**src/rtl/cochlea_scan_pkg.sv**
```systemverilog
// Shared constants, frame layout helpers and the default frame record for the
// cochlea readout scan-capture block.
package cochlea_scan_pkg;

    localparam int NUM_CH_DEF = 6;
    localparam int RO_W_DEF   = 2;
    localparam int SEQ_W_DEF  = 8;

    // One frame word holds an {I,Q} pair for every channel.
    function automatic int frame_w(input int num_ch, input int ro_w);
        return num_ch * 2 * ro_w;
    endfunction

    function automatic int ch_lsb(input int ch, input int ro_w);
        return ch * 2 * ro_w;
    endfunction

    localparam int FRAME_W_DEF = frame_w(NUM_CH_DEF, RO_W_DEF);

    typedef struct packed {
        logic [FRAME_W_DEF-1:0] data;
        logic [SEQ_W_DEF-1:0]   seq;
    } frame_t;

endpackage

```
**src/rtl/cochlea_scan_capture_if.sv**
```systemverilog
// Capture-side bundle: channel readouts, decimation control and the host
// frame handshake. master = capture block, slave = host glue.
interface cochlea_scan_capture_if
    import cochlea_scan_pkg::*;
#(
    parameter int NUM_CH     = NUM_CH_DEF,
    parameter int RO_W       = RO_W_DEF,
    parameter int FIFO_DEPTH = 8,
    parameter int DIV_W      = 16,
    parameter int SEQ_W      = SEQ_W_DEF
);

    logic                            en;
    logic [DIV_W-1:0]                decim;
    logic [NUM_CH*RO_W-1:0]          ro_i;
    logic [NUM_CH*RO_W-1:0]          ro_q;
    logic [NUM_CH*2*RO_W-1:0]        frame_data;
    logic [SEQ_W-1:0]                frame_seq;
    logic                            frame_valid;
    logic                            frame_ready;
    logic [$clog2(FIFO_DEPTH):0]     fifo_level;
    logic                            overflow;
    logic                            overflow_clr;

    modport master (
        input  en, decim, ro_i, ro_q, frame_ready, overflow_clr,
        output frame_data, frame_seq, frame_valid, fifo_level, overflow
    );

    modport slave (
        output en, decim, ro_i, ro_q, frame_ready, overflow_clr,
        input  frame_data, frame_seq, frame_valid, fifo_level, overflow
    );

endinterface

```
**src/rtl/cochlea_scan_fifo.sv**
```systemverilog
// Show-ahead frame FIFO; a push while full is accepted when a pop happens in
// the same cycle. The head reads as zero while empty.
module cochlea_scan_fifo
    import cochlea_scan_pkg::*;
#(
    parameter int  DEPTH = 8,
    parameter type T     = frame_t
) (
    input  logic                      clk,
    input  logic                      rst,
    input  logic                      push,
    input  logic                      pop,
    input  T                          din,
    output T                          dout,
    output logic                      full,
    output logic                      empty,
    output logic [$clog2(DEPTH):0]    level
);

    localparam int AW = $clog2(DEPTH);
    localparam int LW = AW + 1;

    T               mem [DEPTH];
    logic [AW-1:0]  wptr;
    logic [AW-1:0]  rptr;
    logic           wr_en;
    logic           rd_en;

    assign full  = (level == LW'(DEPTH));
    assign empty = (level == '0);
    assign rd_en = pop && !empty;
    assign wr_en = push && (!full || rd_en);

    always_ff @(posedge clk or posedge rst) begin
        if (rst) begin
            wptr  <= '0;
            rptr  <= '0;
            level <= '0;
        end else begin
            if (wr_en) wptr <= wptr + AW'(1);
            if (rd_en) rptr <= rptr + AW'(1);
            case ({wr_en, rd_en})
                2'b10:   level <= level + LW'(1);
                2'b01:   level <= level - LW'(1);
                default: level <= level;
            endcase
        end
    end

    always_ff @(posedge clk) begin
        if (wr_en) mem[wptr] <= din;
    end

    always_comb begin
        dout = '0;
        if (!empty) dout = mem[rptr];
    end

endmodule

```
**src/rtl/cochlea_scan_capture.sv**
```systemverilog
// Readout aggregator: synchronises all channel I/Q words, takes decimated
// snapshots and queues them as sequence-numbered frames. Define
// COCHLEA_SCAN_DELTA_EN to queue only snapshots that differ from the last one.
module cochlea_scan_capture
    import cochlea_scan_pkg::*;
#(
    parameter int NUM_CH     = NUM_CH_DEF,
    parameter int RO_W       = RO_W_DEF,
    parameter int FIFO_DEPTH = 8,
    parameter int DIV_W      = 16,
    parameter int SEQ_W      = SEQ_W_DEF
) (
    input  logic                   wb_clk_i,
    input  logic                   wb_rst_i,
    cochlea_scan_capture_if.master bus
);

    localparam int CH_W  = NUM_CH * RO_W;
    localparam int FW    = frame_w(NUM_CH, RO_W);
    localparam int LVL_W = $clog2(FIFO_DEPTH) + 1;

    typedef struct packed {
        logic [FW-1:0]    data;
        logic [SEQ_W-1:0] seq;
    } cap_frame_t;

    logic [CH_W-1:0]  ro_i_p0, ro_q_p0;
    logic [CH_W-1:0]  ro_i_p1, ro_q_p1;
    logic [FW-1:0]    snap_p1;
    logic             vld_p1;
    logic [DIV_W-1:0] cnt;
    logic [SEQ_W-1:0] seq;
    logic             push_req;
    logic             pop;
    logic             drop;
    logic             accept;
    logic             fifo_full;
    logic             fifo_empty;
    logic             overflow_r;
    logic [LVL_W-1:0] level;
    cap_frame_t       wr_frame;
    cap_frame_t       head;

    // Stage p0 -> p1: two-flop synchroniser on every readout bit
    always_ff @(posedge wb_clk_i or posedge wb_rst_i) begin
        if (wb_rst_i) begin
            ro_i_p0 <= '0;
            ro_q_p0 <= '0;
            ro_i_p1 <= '0;
            ro_q_p1 <= '0;
        end else begin
            ro_i_p0 <= bus.ro_i;
            ro_q_p0 <= bus.ro_q;
            ro_i_p1 <= ro_i_p0;
            ro_q_p1 <= ro_q_p0;
        end
    end

    for (genvar c = 0; c < NUM_CH; c++) begin : g_pack
        assign snap_p1[ch_lsb(c, RO_W) +: 2*RO_W] =
            {ro_i_p1[c*RO_W +: RO_W], ro_q_p1[c*RO_W +: RO_W]};
    end

    // Stage p1: decimation tick qualifies the synchronised snapshot.
    // decim is compared live, so lowering it below cnt runs cnt to wrap.
    assign vld_p1 = bus.en && (cnt == bus.decim);

    always_ff @(posedge wb_clk_i or posedge wb_rst_i) begin
        if (wb_rst_i) begin
            cnt <= '0;
            seq <= '0;
        end else begin
            if (!bus.en || vld_p1) cnt <= '0;
            else                   cnt <= cnt + DIV_W'(1);
            if (vld_p1) seq <= seq + SEQ_W'(1);
        end
    end

`ifdef COCHLEA_SCAN_DELTA_EN
    logic [FW-1:0] last_snap;
    logic          first_pend;

    assign push_req = vld_p1 && (first_pend || (snap_p1 != last_snap));

    always_ff @(posedge wb_clk_i or posedge wb_rst_i) begin
        if (wb_rst_i)    first_pend <= 1'b1;
        else if (accept) first_pend <= 1'b0;
    end

    always_ff @(posedge wb_clk_i) begin
        if (accept) last_snap <= snap_p1;
    end
`else
    assign push_req = vld_p1;
`endif

    assign pop    = !fifo_empty && bus.frame_ready;
    assign drop   = push_req && fifo_full && !pop;
    assign accept = push_req && !drop;

    // A drop in the same cycle as overflow_clr keeps the flag set.
    always_ff @(posedge wb_clk_i or posedge wb_rst_i) begin
        if (wb_rst_i)              overflow_r <= 1'b0;
        else if (drop)             overflow_r <= 1'b1;
        else if (bus.overflow_clr) overflow_r <= 1'b0;
    end

    assign wr_frame.data = snap_p1;
    assign wr_frame.seq  = seq;

    cochlea_scan_fifo #(
        .DEPTH (FIFO_DEPTH),
        .T     (cap_frame_t)
    ) u_fifo (
        .clk   (wb_clk_i),
        .rst   (wb_rst_i),
        .push  (accept),
        .pop   (pop),
        .din   (wr_frame),
        .dout  (head),
        .full  (fifo_full),
        .empty (fifo_empty),
        .level (level)
    );

    assign bus.frame_data  = head.data;
    assign bus.frame_seq   = head.seq;
    assign bus.frame_valid = !fifo_empty;
    assign bus.fifo_level  = level;
    assign bus.overflow    = overflow_r;

endmodule

```
**src/flat_wrapper.sv**
```systemverilog
// flat-port wrapper written by rule: the top's interface ports become plain ports
module cochlea_scan_capture_flat import cochlea_scan_pkg::*;
#(
    parameter int NUM_CH     = NUM_CH_DEF,
    parameter int RO_W       = RO_W_DEF,
    parameter int FIFO_DEPTH = 8,
    parameter int DIV_W      = 16,
    parameter int SEQ_W      = SEQ_W_DEF
)
  (wb_clk_i, wb_rst_i, bus_en, bus_decim, bus_ro_i, bus_ro_q, bus_frame_ready, bus_overflow_clr, bus_frame_data, bus_frame_seq, bus_frame_valid, bus_fifo_level, bus_overflow);
  cochlea_scan_capture_if #(.NUM_CH(NUM_CH), .RO_W(RO_W), .FIFO_DEPTH(FIFO_DEPTH), .DIV_W(DIV_W), .SEQ_W(SEQ_W)) bus_i ();
  input  logic wb_clk_i;
  input  logic wb_rst_i;
  input wire logic [$bits(bus_i.en)-1:0] bus_en;
  input wire logic [$bits(bus_i.decim)-1:0] bus_decim;
  input wire logic [$bits(bus_i.ro_i)-1:0] bus_ro_i;
  input wire logic [$bits(bus_i.ro_q)-1:0] bus_ro_q;
  input wire logic [$bits(bus_i.frame_ready)-1:0] bus_frame_ready;
  input wire logic [$bits(bus_i.overflow_clr)-1:0] bus_overflow_clr;
  output wire logic [$bits(bus_i.frame_data)-1:0] bus_frame_data;
  output wire logic [$bits(bus_i.frame_seq)-1:0] bus_frame_seq;
  output wire logic [$bits(bus_i.frame_valid)-1:0] bus_frame_valid;
  output wire logic [$bits(bus_i.fifo_level)-1:0] bus_fifo_level;
  output wire logic [$bits(bus_i.overflow)-1:0] bus_overflow;
  assign bus_i.en = bus_en;
  assign bus_i.decim = bus_decim;
  assign bus_i.ro_i = bus_ro_i;
  assign bus_i.ro_q = bus_ro_q;
  assign bus_i.frame_ready = bus_frame_ready;
  assign bus_i.overflow_clr = bus_overflow_clr;
  assign bus_frame_data = bus_i.frame_data;
  assign bus_frame_seq = bus_i.frame_seq;
  assign bus_frame_valid = bus_i.frame_valid;
  assign bus_fifo_level = bus_i.fifo_level;
  assign bus_overflow = bus_i.overflow;
  cochlea_scan_capture #(.NUM_CH(NUM_CH), .RO_W(RO_W), .FIFO_DEPTH(FIFO_DEPTH), .DIV_W(DIV_W), .SEQ_W(SEQ_W)) u_core (.wb_clk_i(wb_clk_i), .wb_rst_i(wb_rst_i), .bus(bus_i));
endmodule
```
**config.mk**
```make
export PLATFORM = sky130hd
export DESIGN_NAME = cochlea_scan_capture_flat
export DESIGN_NICKNAME = d
export VERILOG_FILES = /design/src/rtl/cochlea_scan_pkg.sv /design/src/rtl/cochlea_scan_capture_if.sv /design/src/rtl/cochlea_scan_fifo.sv /design/src/rtl/cochlea_scan_capture.sv /design/src/flat_wrapper.sv
export SDC_FILE = /design/constraint.sdc
export NUM_CORES = 1
export LEC_CHECK = 0
export BUFFER_PORTS_ARGS = -buffer_cell sky130_fd_sc_hd__buf_2
export CAP_MARGIN = 10
export CORE_ASPECT_RATIO = 0.6
export CORE_MARGIN = 4
export CORE_UTILIZATION = 55
export DETAILED_ROUTE_END_ITERATION = 6
export PLACE_DENSITY = 0.69
export SLEW_MARGIN = 20
export SYNTH_ARGS = -nofsm -noshare
export SYNTH_HDL_FRONTEND = slang
export SYNTH_SLANG_ARGS = --single-unit
```
**constraint.sdc**
```tcl
create_clock -name wb_clk_i -period 6.3 [get_ports wb_clk_i]
set_clock_uncertainty 0.05 [all_clocks]
set_input_delay 1.26 -clock wb_clk_i [delete_from_list [all_inputs] [get_ports wb_clk_i]]
set_output_delay 1.26 -clock wb_clk_i [all_outputs]
set_load 0.01 [all_outputs]
```
==> results.sh, run 1 <==
export IMPL_status="complete, no violations"
export IMPL_core_area_sq_um=22500
export IMPL_htree_levels=1
export IMPL_synth_seq_cells=339
export IMPL_final_cells=1074
export IMPL_portBuffers=82
export IMPL_p_per_area_nw_per_um2=381
export IMPL_crit_required_ps=4990
export IMPL_dp_slack_ps=1920
export IMPL_grt_ovfl_total=0
export IMPL_yosysUniqueCellTypes=40
export IMPL_arrival_ps=3210
export IMPL_ys_async_sr_fraction_pct=24.5
export IMPL_ys_top_cells_by_count="edfxtp_1, dfrtp_1, mux4_2"
export IMPL_initial_core_util_pct=57.0
export IMPL_timing_rr_start="u_core.cnt[2]"
export IMPL_area_growth_pct=14.8
export IMPL_tightest_slew_ps=978
export IMPL_gp_congestion=0.799
export IMPL_startpoint="u_core.u_fifo.rptr[0]"
export IMPL_final_setup_tns_ps=0
export IMPL_dp_cells=1017
export IMPL_grt_max_degree=47
export IMPL_fin_ws_ps=1780
export IMPL_setup_viol=0
export IMPL_slew_headroom_pct=34.8
export IMPL_worstSkewPairLatency_ps=550
export IMPL_max_vdd_ir_drop_uv=231
export IMPL_worst_path_max_delay_cell="dfrtp_4"
export IMPL_cap_violations=0
export IMPL_rr_worst_depth=6
export IMPL_drv_slew=0
export IMPL_holdBufCountCts=0
export IMPL_cp_endpoint="bus_frame_data[19]"
export IMPL_crit_path_start_kind="flop"
export IMPL_clock_root_buffer="clkbuf_16"
export IMPL_grt_pass1_vias=6550
export IMPL_synth_most_common_cell="edfxtp_1"
export IMPL_drc=0
export IMPL_cts_setup_buffers=0
export IMPL_hp_class="reg -> reg"
export IMPL_finalCriticalPeriod_ps=4520
export IMPL_antenna_found_initial=0
export IMPL_cts_tree="done"
export IMPL_cts_buffer_depth=3
export IMPL_synth_edf_count=256
export IMPL_die_area_sq_um=25900
export IMPL_hold_viol_final=0
export IMPL_yosys_area_top_type="edfxtp_1"
export IMPL_antennaDiodeCount=0
export IMPL_synth_flop_cell="edfxtp_1"
export IMPL_cts_sinks=339
export IMPL_path_cells="buf_4 > mux4_2 > mux2i_1 > nor2_1 > buf_2"
export IMPL_multi_input_area_sq_um=2960
export IMPL_die_y_um=126
export IMPL_drt_total_wl_um=23800
export IMPL_synthTopCellsByArea="edfxtp_1, dfrtp_1, mux4_2"
export IMPL_synthesis_area_sq_um=12800
export IMPL_syn_inst=641
export IMPL_yosys_area_top_type_share_pct=59.9
export IMPL_ios=83
export IMPL_cts_resized=0
export IMPL_synth_warnings=0
export IMPL_drive_above_1_share_pct=29.9
export IMPL_ff_latch_area_sq_um=9770
export IMPL_period_share_pct=71.8
export IMPL_drt_wirelength_per_cell_um=22.2
export IMPL_avgSynthCellArea_sq_um=20.0
export IMPL_final_nets=795
export IMPL_ys_seq_area_share_pct=76.1
export IMPL_critPathKind="reg -> out"
export IMPL_grt_usage_pct=19.2
export IMPL_reg2reg_slack_ps=2800
export IMPL_clk_pin_slew_ps=70
export IMPL_r2r_end="u_core.u_fifo.mem[7][10]"
export IMPL_vias_per_cell=5.67
export IMPL_dr_pass1_iters=5
export IMPL_dieWidth_um=205
export IMPL_cp_max_fo=46
export IMPL_cp_end_kind="primary output"
export IMPL_n_fill_cell=1525
export IMPL_critical_path_max_stage_delay_ps=1030
export IMPL_grt_pass1_wl_um=38000
export IMPL_post_dp_hpwl_um=13600
export IMPL_antenna_left=0
export IMPL_numCtsBuffers=30
export IMPL_rsz0062_at_grt="false"
export IMPL_fmax_mhz=221
export IMPL_drtIter0Drc=522
export IMPL_p_leak_uw=0.00545
export IMPL_row_count=42
export IMPL_syn_nets=694
export IMPL_vias=6090
[critical path, delay by kind of cell, from the launching register on]
kind / cells / cell delay (ps)
DFF: 1 / 1030
muxes: 2 / 820
and+or+nand+nor: 1 / 90
buffers and inverters: 2 / 690
[worst min path at each step]
stage	start	end	slack [ps]	depth (start not counted)
floorplan	u_core.ro_i_p0[0]	u_core.ro_i_p1[0]	280	0
global placement	u_core.ro_i_p0[3]	u_core.ro_i_p1[3]	280	0
detailed placement	u_core.ro_i_p0[9]	u_core.ro_i_p1[9]	280	0
CTS	u_core.ro_i_p0[9]	u_core.ro_i_p1[9]	300	0
global route	u_core.ro_q_p0[5]	u_core.ro_q_p1[5]	300	0
finish	u_core.ro_q_p0[5]	u_core.ro_q_p1[5]	290	0
[layout by cell type (no fill, tap or decap), types with 4 or more instances in the layout]
cell       netlist  layout
and3_1           4       4
buf_2            9      82
buf_4            1      12
clkbuf_1         9       4
clkbuf_16        0      34
clkinv_2         0       9
dfrtp_1         83      80
edfxtp_1       256     256
ha_1             7       7
inv_1            9       8
mux2i_1         33      33
mux4_2          64      64
nand2_1          8       8
nand3_1         13      13
nand4_1          8       8
nor2_1          53      50
nor3_1           8       5
xnor2_1         33      33
xor2_1          11      11
[cells by family after synthesis]
| group | share of synthesized area [%] |
|---|---|
| compound gates | 0.185 |
| xor+xnor | 3.13 |
| fa+ha+maj | 0.839 |
| buf+inv | 1.26 |
| flops | 76.1 |
| mux | 14.1 |
| simple gates | 4.33 |
[final cells by class]
class / count / share of cell area, %
Clock inverter: 17 / 1.16
Sequential cell: 339 / 66.4
Tap cell: 308 / 2.62
Multi-Input combinational cell: 267 / 20.1
Timing Repair Buffer: 95 / 3.59
Inverter: 9 / 0.238
Clock buffer: 39 / 5.97
[power by group]
| part | leakage [uW] | switching (uW) | internal [uW] |
|---|---|---|---|
| clock | 0.000517 | 791 | 1110 |
| sequential | 0.00350 | 216 | 2440 |
| combinational | 0.00144 | 485 | 571 |
| total | 0.00545 | 1490 | 4120 |
[registers in the layout, summed over array words and instances, names as in the netlist]
name / count
u_core.bus.overflow: 1
u_core.cnt: 16
u_core.ro_i_p0: 12
u_core.ro_i_p1: 12
u_core.ro_q_p0: 12
u_core.ro_q_p1: 12
u_core.seq: 8
u_core.u_fifo.level: 4
u_core.u_fifo.mem: 256
u_core.u_fifo.rptr: 3
u_core.u_fifo.wptr: 3
[layer usage]
metal | vias to the layer above | wire length (um) | GRT usage (%)
met2 | 142 | 11200 | 29.4
li1 | 2698 | - | -
met5 | - | 0 | 0
met4 | 0 | 408 | 3.70
met3 | 35 | 1220 | 3.47
met1 | 3215 | 11000 | 29.8
[through the flow]
step	instance area, sq um	utilization [%]	hold WS [ps]	total power [uW]
after detailed placement	13600	60.7	285	3790
final	14700	65.5	294	5620
after floorplan	12800	-	281	3420
after CTS	14700	65.3	299	5680
after global routing	14700	65.5	301	5880
after global placement	13600	60.7	282	3760
(Power assumes the default switching activity.)
==> run 2, diff against run 1 <==
Settings changed: CORE_UTILIZATION 55 to 54, PLACE_DENSITY 0.69 to 0.71.
Clock period 6.3 ns to 4 ns, I/O delays scaled along.
==> results.sh, run 2 (synthesized netlist as in run 1, its figures left out) <==
export IMPL_antenna_found_initial=0
export IMPL_cts_buffer_depth=3
export IMPL_worst_path_max_delay_cell="dfrtp_4"
export IMPL_timing_rr_start="u_core.u_fifo.level[2]"
export IMPL_grt_usage_pct=19.1
export IMPL_status="complete, no violations"
export IMPL_total_power_uw=8630
export IMPL_numCtsBuffers=29
export IMPL_clock_root_buffer="clkbuf_16"
export IMPL_row_count=43
export IMPL_path_delay_family="multiplexers"
export IMPL_reg_largest_list="u_core.u_fifo.mem x256, u_core.cnt x16"
export IMPL_rr_worst_depth=10
export IMPL_rsz0062_at_grt="false"
export IMPL_swShare_pct=26.8
export IMPL_mostFrequentLayoutCells="edfxtp_1, buf_2, dfrtp_1"
export IMPL_setup_viol=0
export IMPL_drc=0
export IMPL_hold_viol_final=0
export IMPL_slew_headroom_pct=43.7
export IMPL_cp_end_kind="primary output"
export IMPL_ios=83
export IMPL_largest_reg_flops=256
export IMPL_grt_max_degree=35
export IMPL_cp_max_fo=15
export IMPL_critical_path_max_stage_delay_ps=640
export IMPL_antenna_left=0
export IMPL_layout_commonest_cell="edfxtp_1"
export IMPL_holdBufCountCts=0
export IMPL_regMostFlops="u_core.u_fifo.mem"
export IMPL_finalCriticalPeriod_ps=3500
export IMPL_fmax_mhz=286
export IMPL_gp_congestion=0.779
export IMPL_hp_class="in -> async"
export IMPL_die_area_sq_um=26400
export IMPL_cts_setup_buffers=0
export IMPL_dieWidth_um=207
export IMPL_p_per_area_nw_per_um2=586
export IMPL_cap_violations=0
export IMPL_dr_pass1_iters=4
export IMPL_drtIter0Drc=431
export IMPL_crit_required_ps=3150
export IMPL_reg2reg_slack_ps=1100
export IMPL_drv_slew=0
export IMPL_cts_sinks=339
export IMPL_clk_pin_slew_ps=60
export IMPL_arrival_ps=2650
export IMPL_drt_wirelength_per_cell_um=22.0
export IMPL_grt_pass1_vias=6603
export IMPL_vias=6071
export IMPL_cts_resized=0
export IMPL_crit_path_start_kind="flop"
export IMPL_antennaDiodeCount=0
export IMPL_max_vdd_ir_drop_uv=345
export IMPL_intPower_uw=6310
export IMPL_core_area_sq_um=23200
export IMPL_worst_hold_slack_ps=158
export IMPL_tightest_slew_ps=844
export IMPL_combinationalPowerShare_pct=21.0
export IMPL_critPathKind="reg -> out"
export IMPL_path_cells="buf_4 > mux4_2 > mux2i_1 > nor2_1 > buf_2"
export IMPL_htree_levels=1
export IMPL_cp_num_buf_inv=2
export IMPL_worstSkewPairLatency_ps=550
export IMPL_power_switching_uw=2320
export IMPL_grt_ovfl_total=0
export IMPL_r2r_end="u_core.u_fifo.level[3]"
export IMPL_portBuffers=82
export IMPL_initial_core_util_pct=55.2
export IMPL_grt_pass1_wl_um=38100
export IMPL_final_nets=808
export IMPL_p_clk_share_pct=31.3
export IMPL_die_y_um=127
export IMPL_vias_per_cell=5.55
export IMPL_cts_tree="done"
export IMPL_period_share_pct=87.5
export IMPL_area_growth_pct=14.8
export IMPL_n_fill_cell=1606
export IMPL_drt_total_wl_um=24000
export IMPL_power_share_sequential_pct=47.6
export IMPL_p_leak_uw=0.00545
export IMPL_post_dp_hpwl_um=14600
export IMPL_drive_above_1_share_pct=29.8
==> run 2: cell types whose count changed in the layout (fill, tap and decap cells not counted), sizes merged <==
cell and delta:
bufinv -1, clkinvlp -1, clkinv -3, clkbuf +2
inv +1, buf +14
==> run 2: worst max path at each step <==
stage | start | end | slack [ps] | cells after the start
6_report | u_core.u_fifo.rptr[0] | bus_frame_data[22] | 500 | 5
3_3_place_gp | bus_decim[2] | u_core.u_fifo.level[3] | 790 | 12
5_1_grt | u_core.u_fifo.rptr[1] | bus_frame_data[7] | 330 | 5
3_5_place_dp | bus_decim[14] | u_core.u_fifo.level[3] | 690 | 12
4_1_cts | u_core.u_fifo.rptr[0] | bus_frame_seq[2] | 430 | 5
2_1_floorplan | bus_decim[14] | u_core.u_fifo.mem[4][0] | -370 | 5
==> run 2: metal layers <==
metal | global-route usage [%] | up-vias | part of all wire (%)
met4 | 2.95 | 0 | 1.3
met3 | 3.81 | 26 | 5.3
met5 | 0 | - | 0
met2 | 29.8 | 141 | 48
li1 | - | 2724 | -
met1 | 29.2 | 3180 | 46
==> run 2: area by class of cell <==
class | count | area [sq um] | share of cell area [%]
clock inverter | 13 | 118 | 0.799
tap | 315 | 394 | 2.68
sequential | 339 | 9770 | 66.4
multi-input combinational | 267 | 2970 | 20.1
clock buffer | 41 | 801 | 5.44
inverter | 9 | 35.0 | 0.238
timing repair buffer | 109 | 638 | 4.33
==> run 2: per-stage QoR <==
step / worst slack [ps] / TNS, ps / area, sq um / utilization (%) / std cells
after floorplan: -369 / -35440 / 12800 / - / 641
after global placement: 795 / 0 / 13800 / 59.4 / 1039
after detailed placement: 687 / 0 / 13800 / 59.4 / 1039
after CTS: 433 / 0 / 14700 / 63.3 / 1093
after global routing: 331 / 0 / 14700 / 63.3 / 1093
final: 499 / 0 / 14700 / 63.3 / 1093
==> run 2: power by group through the flow <==
stage	combinational, uW	clock, uW	sequential [uW]
floorplan	1400	0	3980
global placement	1810	0	4180
detailed placement	1850	0	4190
CTS	1860	2770	4120
global route	2000	2920	4140
finish	1820	2700	4110
